--- config.mk ---
export PLATFORM = sky130hd
export DESIGN_NAME = issue_ctrl
export DESIGN_NICKNAME = d
export VERILOG_FILES = /design/src/rtl/issue_ctrl_pkg.sv /design/src/rtl/issue_ctrl_operand_check.sv /design/src/rtl/issue_ctrl.sv
export SDC_FILE = /design/constraint.sdc
export NUM_CORES = 1
export LEC_CHECK = 0
export BUFFER_PORTS_ARGS = -buffer_cell sky130_fd_sc_hd__buf_2
export CAP_MARGIN = 10
export CORE_MARGIN = 2
export CORE_UTILIZATION = 25
export DETAILED_ROUTE_END_ITERATION = 8
export PLACE_DENSITY_LB_ADDON = 0.1
export SYNTH_ARGS = -nofsm -noshare
export SYNTH_HDL_FRONTEND = slang
export SYNTH_SLANG_ARGS = --single-unit
--- constraint.sdc ---
create_clock -name clk -period 2.8 [get_ports clk]
set_clock_uncertainty 0.2 [all_clocks]
set_input_delay 0.56 -clock clk [delete_from_list [all_inputs] [get_ports clk]]
set_output_delay 0.56 -clock clk [all_outputs]
set_load 0.01 [all_outputs]
--- src/rtl/issue_ctrl_pkg.sv ---
// Shared types for the dual-issue controller: scoreboard entries, latency classes and
// operand forwarding selects.
package issue_ctrl_pkg;

  localparam int unsigned RegAddrW = 5;

  typedef logic [RegAddrW-1:0] reg_addr_t;

  typedef enum logic [1:0] {
    LatAlu  = 2'd0,
    LatLoad = 2'd1,
    LatLong = 2'd2
  } lat_class_e;

  typedef enum logic [1:0] {
    FwdRf  = 2'd0,
    FwdMem = 2'd1,
    FwdWb  = 2'd2
  } fwd_sel_e;

  // position is one-hot: 100 = EX, 010 = MEM, 001 = WB, 000 = no producer in flight
  typedef struct packed {
    logic [2:0] position;
    lat_class_e lat;
  } sb_data_t;

  typedef enum logic [0:0] {
    StRun      = 1'b0,
    StLongWait = 1'b1
  } state_e;

  localparam logic [2:0] PosEx  = 3'b100;
  localparam logic [2:0] PosMem = 3'b010;
  localparam logic [2:0] PosWb  = 3'b001;
  localparam logic [2:0] PosNone = 3'b000;

endpackage

--- src/rtl/issue_ctrl_operand_check.sv ---
// Readiness and forwarding source for one source operand, from its scoreboard entry and
// the outstanding long-latency destination.
module issue_ctrl_operand_check
  import issue_ctrl_pkg::*;
(
  input  logic      used,
  input  reg_addr_t addr,
  input  sb_data_t  entry,
  input  logic      long_wait,
  input  reg_addr_t long_dst,
  output logic      ready,
  output fwd_sel_e  fwd_sel
);

  always_comb begin
    ready   = 1'b0;
    fwd_sel = FwdRf;
    if (!used || addr == '0) begin
      ready = 1'b1;
    end else if (long_wait && addr == long_dst) begin
      ready = 1'b0;
    end else begin
      case (entry.position)
        PosNone, PosWb: ready = 1'b1;
        PosEx: begin
          if (entry.lat == LatAlu) begin
            ready   = 1'b1;
            fwd_sel = FwdMem;
          end
        end
        PosMem: begin
          if (entry.lat == LatAlu || entry.lat == LatLoad) begin
            ready   = 1'b1;
            fwd_sel = FwdWb;
          end
        end
        default: ready = 1'b0;
      endcase
    end
  end

endmodule

--- src/rtl/issue_ctrl.sv ---
// Dual-slot in-order issue control: operand hazard checks against an external scoreboard,
// single outstanding long-latency op tracking, and a saturating hazard-stall counter.
module issue_ctrl
  import issue_ctrl_pkg::*;
#(
  parameter int unsigned CNT_W = 16
) (
  input  logic                   clk,
  input  logic                   rst_n,
  input  logic                   flash,
  input  logic                   pipe_stall,
  input  logic [1:0]             inst_valid,
  input  reg_addr_t [3:0]        src_addr,
  input  logic [3:0]             src_used,
  input  logic [1:0]             dst_ena,
  input  reg_addr_t [1:0]        dst_addr,
  input  lat_class_e [1:0]       lat_class,
  input  logic                   long_done,
  output reg_addr_t [3:0]        sb_read_addr,
  input  sb_data_t [3:0]         sb_data,
  output logic [1:0]             sb_write_ena,
  output reg_addr_t [1:0]        sb_write_addr,
  output sb_data_t [1:0]         sb_write_data,
  output logic [1:0]             issue_ena,
  output logic                   decode_stall,
  output fwd_sel_e [3:0]         fwd_sel,
  output logic [CNT_W-1:0]       hazard_cnt
);

  state_e           state_q;
  reg_addr_t        long_dst_q;
  logic             done_pending_q;
  logic [CNT_W-1:0] hazard_cnt_q;

  logic             long_wait;
  logic [3:0]       op_ready;
  fwd_sel_e [3:0]   op_fwd;
  logic [1:0]       dst_live;
  logic [1:0]       is_long;
  logic             dep1;
  logic             long_issue;
  reg_addr_t        long_dst_d;
  logic             hazard_hit;

  assign long_wait    = (state_q == StLongWait);
  assign sb_read_addr = src_addr;

  for (genvar i = 0; i < 4; i++) begin : g_op
    issue_ctrl_operand_check u_check (
      .used      (src_used[i]),
      .addr      (src_addr[i]),
      .entry     (sb_data[i]),
      .long_wait (long_wait),
      .long_dst  (long_dst_q),
      .ready     (op_ready[i]),
      .fwd_sel   (op_fwd[i])
    );
  end

  always_comb begin
    for (int i = 0; i < 2; i++) begin
      dst_live[i] = dst_ena[i] && (dst_addr[i] != '0);
      is_long[i]  = (lat_class[i] == LatLong);
    end

    // Intra-pair RAW: slot1 cannot see slot0's result in the same cycle.
    dep1 = dst_live[0] &&
           ((src_used[2] && src_addr[2] == dst_addr[0]) ||
            (src_used[3] && src_addr[3] == dst_addr[0]));

    issue_ena[0] = rst_n && inst_valid[0] && op_ready[0] && op_ready[1] &&
                   !pipe_stall && !flash && !(is_long[0] && long_wait);
    issue_ena[1] = issue_ena[0] && inst_valid[1] && op_ready[2] && op_ready[3] && !dep1 &&
                   !(is_long[0] && is_long[1]) && !(is_long[1] && long_wait);

    decode_stall = inst_valid[0] && !issue_ena[0];

    for (int i = 0; i < 2; i++) begin
      sb_write_ena[i]           = issue_ena[i] && dst_live[i];
      sb_write_addr[i]          = dst_addr[i];
      sb_write_data[i].position = PosEx;
      sb_write_data[i].lat      = lat_class[i];
    end

    for (int i = 0; i < 4; i++) begin
      fwd_sel[i] = rst_n ? op_fwd[i] : FwdRf;
    end

    long_issue = (issue_ena[0] && is_long[0]) || (issue_ena[1] && is_long[1]);
    if (issue_ena[0] && is_long[0]) begin
      long_dst_d = dst_live[0] ? dst_addr[0] : '0;
    end else begin
      long_dst_d = dst_live[1] ? dst_addr[1] : '0;
    end

    hazard_hit = inst_valid[0] && !pipe_stall && !flash && !issue_ena[0];
  end

  always_ff @(posedge clk) begin
    if (!rst_n) begin
      state_q        <= StRun;
      long_dst_q     <= '0;
      done_pending_q <= 1'b0;
      hazard_cnt_q   <= '0;
    end else begin
      if (flash) begin
        state_q        <= StRun;
        done_pending_q <= 1'b0;
      end else begin
        case (state_q)
          StRun: begin
            // A long_done seen here has no outstanding op to retire.
            done_pending_q <= 1'b0;
            if (long_issue) begin
              state_q    <= StLongWait;
              long_dst_q <= long_dst_d;
            end
          end
          StLongWait: begin
            if (pipe_stall) begin
              if (long_done) done_pending_q <= 1'b1;
            end else if (long_done || done_pending_q) begin
              state_q        <= StRun;
              done_pending_q <= 1'b0;
            end
          end
          default: state_q <= StRun;
        endcase
      end

      if (hazard_hit && hazard_cnt_q != '1) begin
        hazard_cnt_q <= hazard_cnt_q + {{(CNT_W-1){1'b0}}, 1'b1};
      end
    end
  end

  assign hazard_cnt = hazard_cnt_q;

endmodule

==> results of run 1 <==
## what timing repair did
action,in CTS,in global routing
resized for setup,8,25
gates cloned,0,1
hold buffers,0,0
buffers inserted,4,3
setup endpoints to repair,4,12
pin swaps,9,12
## worst max-delay path, cell delays in order
cell     delay [ns]
buf_6          0.09
or4_4          0.53
o21ai_4        0.15
o211a_4        0.21
nand3_4        0.08
inv_2          0.06
and4_4         0.19
and3b_1        0.16
buf_2          0.13
## final cells by class
cell class              instances  area [sq um]  share of cell area (%)
multi-input cells             244          1700                    48.4
repair buffers                187          1110                    31.5
flip-flops and latches         23           469                    13.3
well taps                     129           161                    4.59
clock buffers                   3          41.3                    1.17
inverters                       8          30.0                   0.854
clock inverters                 1          5.00                   0.142
## state kept, by name, summed over array words and instances (netlist names)
| name | cells |
|---|---|
| long_dst_q | 5 |
| long_wait | 1 |
| hazard_cnt | 16 |
| done_pending_q | 1 |
## power by group
part	internal, mW	switching (mW)
registers	0.326	0.00172
clock network	0.0995	0.114
logic	0.144	0.159
## worst paths after layout
path | from | end | slack (ns)
max | src_addr[7] | sb_write_ena[1] | -0.12
min | flash | done_pending_q | 0.28
min reg2reg | hazard_cnt[6] | hazard_cnt[6] | 0.31
max reg2reg | long_dst_q[4] | hazard_cnt[0] | 0.19
## cell usage in the layout, fill, tap and decap left out, types with 7 or more instances in the layout
cell,count
buf_2,128
buf_4,53
nand2_1,31
nor2_1,21
xor2_1,20
dfxtp_1,20
a21oi_1,19
nor4_1,14
xnor2_1,11
o21ai_0,9
or4_1,8
nand4_1,7
## per-layer routing
metal | wire length (um) | GRT usage (%)
met5 | 0 | 0
met4 | 105 | 2.77
met3 | 373 | 2.05
met2 | 3910 | 27.2
met1 | 3930 | 21.0
## logic make-up after synthesis
family / Yosys count / share of synthesized area (%)
flip-flops: 23 / 19.2
multiplexers: 2 / 0.833
buffers and inverters: 59 / 16.0
AO/OA/AOI/OAI: 75 / 22.1
AND/OR/NAND/NOR: 128 / 29.4
other: 2 / 0.312
adder cells (fa/ha/maj): 1 / 0.520
XOR/XNOR: 32 / 11.7
## through the flow
step                area, sq um  setup WS, ns  cells  util (%)
finish                     3510        -0.120    595      37.9
global route               3510        -0.167    595      37.9
CTS                        3400        -0.125    592      36.6
detailed placement         3290        -0.203    584      35.4
global placement           3290        -0.262    584      35.4
floorplan                  2450       -0.0974    326         -
==> impl_results.md, run 1 <==
- Critical path arrival: 2.16 ns
- Global-route wire length before repair: 13100 um
- Port-buffer cells: 129
- Core Area: 0.00928 sq mm
- CP Max Fanout: 2
- Vias in the first global route: 2724
- Mapped Cells: 322
- Root Driver: clkbuf_8
- Count of cell types in the netlist: 55
- RSZ-0062 raised after global routing: true
- Area Overhead vs Synth: 46.2%
- Min Hold Slack: 0.282 ns
- Layout cells sized above 1: 48.9%
- Async SR Flop Fraction: 0%
- Pwr dens: 240 mW/mm^2
- Initial antenna violation count: 0
- Number of flops mapped to enable cells by yosys: 0
- HP Class: in -> reg
- Primary FF master, synth: dfxtp_1
- Starting Density: 25.9%
- TritonCTS buffer count: 3
- Rows: 35
- Die Y-Extent: 102 um
- CP Class: in -> out
- Overall routed net length: 8330 um
- Post-synth top area share: 19.2%
- Synth Register Bits: 23
- Synth area leader: dfxtp_1
- Final setup TNS: -0.150 ns
- Clock latency on the worst-skew pair: 0.27 ns
- Final Hold Viols: 0
- Mapped Area: 0.00240 sq mm
- Crit end category: primary output
- Placer Congestion: 0.843
- Die area: 0.0104 sq mm
- Register area share after synthesis: 19.2%
- WP data required: 2.04 ns
- CTS tree: done
- Fillers: 1050
- VDD IR max: 0.174 mV
- Die width: 102 um
- ANT nets after route: 0
- Clock sink count: 23
- Nets: 535
- Clk pin slew, worst setup/hold paths: 0.08 ns
- Via count: 2808
- Pin count of the biggest net entering global routing: 19
- GRT Util Overall: 15.7%
- Top cells by area, synth: dfxtp_1 19%, buf_4 12%, xor2_1 7.7%, nand2_1 4.8%, a21oi_1 4.8%
- Total gr overflow: 0
- DR vias/cell: 4.72
- Leak Pwr: 1.58 nW
- DP HPWL: 6850 um
- Hold Path Depth: 2
- Fmax: 0.343 GHz
- Clock Path Buffers: 2
- Top post-synthesis cells by count: 40 x buf_4, 31 x nand2_1, 23 x a21oi_1, 23 x dfxtp_1, 22 x nor2_1
- Slew margin rel.: 60.5%
- Final Max Tran Viols: 0
- Final setup vio count: 3
- # diodes: 0
- H-tree depth: 1
- Tot Pwr: 0.844 mW
- YS warnings: 0
- Startpoint Class: input pin
- Fin worst setup slack: -0.120 ns
- Failing checks: setup timing
- FF-to-FF path depth: 11
- Status: finished, violations left
- Post-detailed-route wirelength per cell: 14.0 um
- Io pins: 136
- Final period util: 104%
- TritonRoute pass-1 iters: 4
- First DRT Iteration DRCs: 71
- Max Cap Viol: 0
- DRC Markers: 0
- Avg Cell Area, Syn: 7.46 sq um
- Most common cell in the netlist: buf_4
- Worst Max-Slew Pin Slew: 0.589 ns
- Fin crit period: 2.92 ns
(Power assumes the default switching activity.)
==> run 2: changes to the inputs <==
- clock period: 2.8 -> 3.6 ns (I/O delays scaled with it)
==> run 2 against run 1 <==
The flow now finishes without violations; sequential share of layout area up 2.1 points; worst setup slack better by 0.41 ns; combinational power down 39%; wire length down 6.0%; worst hold slack better by 0.017 ns; power down 28%; clock power down 22%; utilization down 5.8 points; die area unchanged.
==> impl_results.md, run 2 (synthesis gave the netlist of run 1 again) <==
- CTS tree: done
- Combinational share of power: 30.5% (-5.4 points)
- Final instance area: 0.00298 sq mm (-15%)
- Pin count of the biggest net entering global routing: 19 (unchanged)
- ANT nets after route: 0 (unchanged)
- RSZ-0062 raised after global routing: false
- Pint: 0.409 mW (-28%)
- DR vias/cell: 4.77 (+1.1%)
- Postcts setup bufs: 0 (-4)
- Initial antenna violation count: 0 (unchanged)
- Die Y-Extent: 102 um (unchanged)
- Fmax: 0.302 GHz
- Final Hold Viols: 0 (unchanged)
- GRT Util Overall: 14.6% (-1.1 points)
- Placer Congestion: 0.760 (-9.9%)
- DP HPWL: 6390 um (-6.7%)
- Clock latency on the worst-skew pair: 0.27 ns (about the same)
- Starting Density: 25.9% (unchanged)
- Tot Pwr: 0.608 mW (-28%)
- CP Class: in -> out
- Number of flip-flops in the largest register: 16 (unchanged)
- Cells along the critical path: buf_2 -> xor2_1 -> nor4_2 -> a31oi_1 -> or2_1 -> nand3_1 -> inv_2 -> and4_1 -> and3b_1 -> buf_2
- Hold Buf Count CTS: 0 (unchanged)
- Sequential cell area: 460 sq um (-1.9%)
- DRC Markers: 0 (unchanged)
- Layout cells sized above 1: 36.8% (-12 points)
- Slew margin rel.: 59.4% (-1.1 points)
- Overall routed net length: 7820 um (-6.0%)
- Vias in the first global route: 2486 (-8.7%)
- Final setup vio count: 0 (-3)
- Nets: 485 (-9.3%)
- Port-buffer cells: 129 (unchanged)
- Crit end category: primary output
- Most frequent cells in the layout: 129 x buf_2, 31 x nand2_1, 23 x a21oi_1, 23 x dfxtp_1, 22 x nor2_1
- Multi-input gate area: 0.00157 sq mm (-7.6%)
- Switch share: 32.7% (+0.15 points)
- Clock Power Share: 27.3% (+2.0 points)
- Max Cap Viol: 0 (unchanged)
- Worst path max stage delay: 0.33 ns (-0.20 ns)
- Placed instance area: 0.00293 sq mm (-11%)
- Area Overhead vs Synth: 23.8%
- Post_cts resized: 0 (-8)
- Die width: 102 um (unchanged)
- Clock sink count: 23 (unchanged)
- Total gr overflow: 0 (unchanged)
- Final setup TNS: 0 ns (+0.150 ns)
- Post-detailed-route wirelength per cell: 14.4 um (+2.6%)
- Die area: 0.0104 sq mm (unchanged)
- Rows: 35 (unchanged)
- CP Max Fanout: 3 (+1)
- VDD IR max: 0.113 mV (-35%)
- Clk pin slew, worst setup/hold paths: 0.09 ns (about the same)
- H-tree depth: 1 (unchanged)
- Io pins: 136 (unchanged)
- Fin crit period: 3.31 ns
- TritonCTS buffer count: 3 (unchanged)
- Crit path top cell by count: buf_2
- # diodes: 0 (unchanged)
- Pwr dens: 204 mW/mm^2 (-15%)
- First DRT Iteration DRCs: 64 (-9.9%)
- HP Class: reg -> reg
- Clock Path Buffers: 2 (unchanged)
- TritonRoute pass-1 iters: 6 (+2)
- Via count: 2600 (-7.4%)
- Status: finished clean
- Core Area: 0.00928 sq mm (unchanged)
- Leak Pwr: 1.30 nW (-18%)
- Fillers: 1069 (+1.8%)
- Startpoint Class: input pin
- Psw: 0.199 mW (-28%)
- R2R setup slack: 0.80 ns (+0.61 ns)
- Final period util: 92.1%
- Global-route wire length before repair: 12100 um (-7.5%)
- Slowest-stage cell, CP: nor4_2
- WP data required: 2.68 ns (+0.64 ns)
- Root Driver: clkbuf_8
- Critical path arrival: 2.39 ns (+0.23 ns)
- Final Max Tran Viols: 0 (unchanged)
- Worst Max-Slew Pin Slew: 0.604 ns (+0.0157 ns)
- Sequential power share: 42.2% (+3.3 points)
- Most common cell after layout, fill and taps aside: buf_2
## run 2: per-layer routing
layer,global-route usage (%),part of all wire [%],up-vias
met3,1.57,4.3,6
met1,18.3,45,1202
li1,-,-,1313
met2,27.1,49,79
met4,2.67,1.0,0
met5,0,0,-
## run 2: worst paths after layout
| path | startpoint | to | cells after the start |
|---|---|---|---|
| max | src_addr[4] | sb_write_ena[1] | 10 |
| min | hazard_cnt[6] | hazard_cnt[6] | 2 |
| max reg2reg | long_dst_q[2] | hazard_cnt[10] | 8 |
| min reg2reg | hazard_cnt[6] | hazard_cnt[6] | 2 |
## run 2: through the flow
step	cells	hold slack (ns)	utilization (%)	setup WS, ns
finish	545	0.300	32.1	0.286
global route	545	0.331	32.1	0.139
CTS	545	0.302	32.1	0.258
detailed placement	541	0.287	31.6	0.261
global placement	541	0.286	31.6	0.246
floorplan	326	0.291	-	0.230
## run 2: worst max-delay path, delay by kind of cell
kind	cells	cell delay, ns
xor+xnor	1	0.14
compound gates	1	0.20
simple gates	5	1.03
buf+inv	3	0.31
## run 2: cell type report
class                   instances  area share (%)
clock inverters                 1           0.168
multi-input cells             244            52.8
inverters                       8            1.01
well taps                     129            5.42
clock buffers                   3            1.39
flip-flops and latches         23            15.5
repair buffers                137            23.7
## run 2: power by group through the flow
stage | combinational, mW | clock (mW) | sequential (mW)
after floorplan | 0.118 | 0 | 0.262
after global placement | 0.186 | 0 | 0.263
after detailed placement | 0.187 | 0 | 0.263
after CTS | 0.188 | 0.178 | 0.257
after global routing | 0.206 | 0.187 | 0.257
final | 0.185 | 0.166 | 0.257
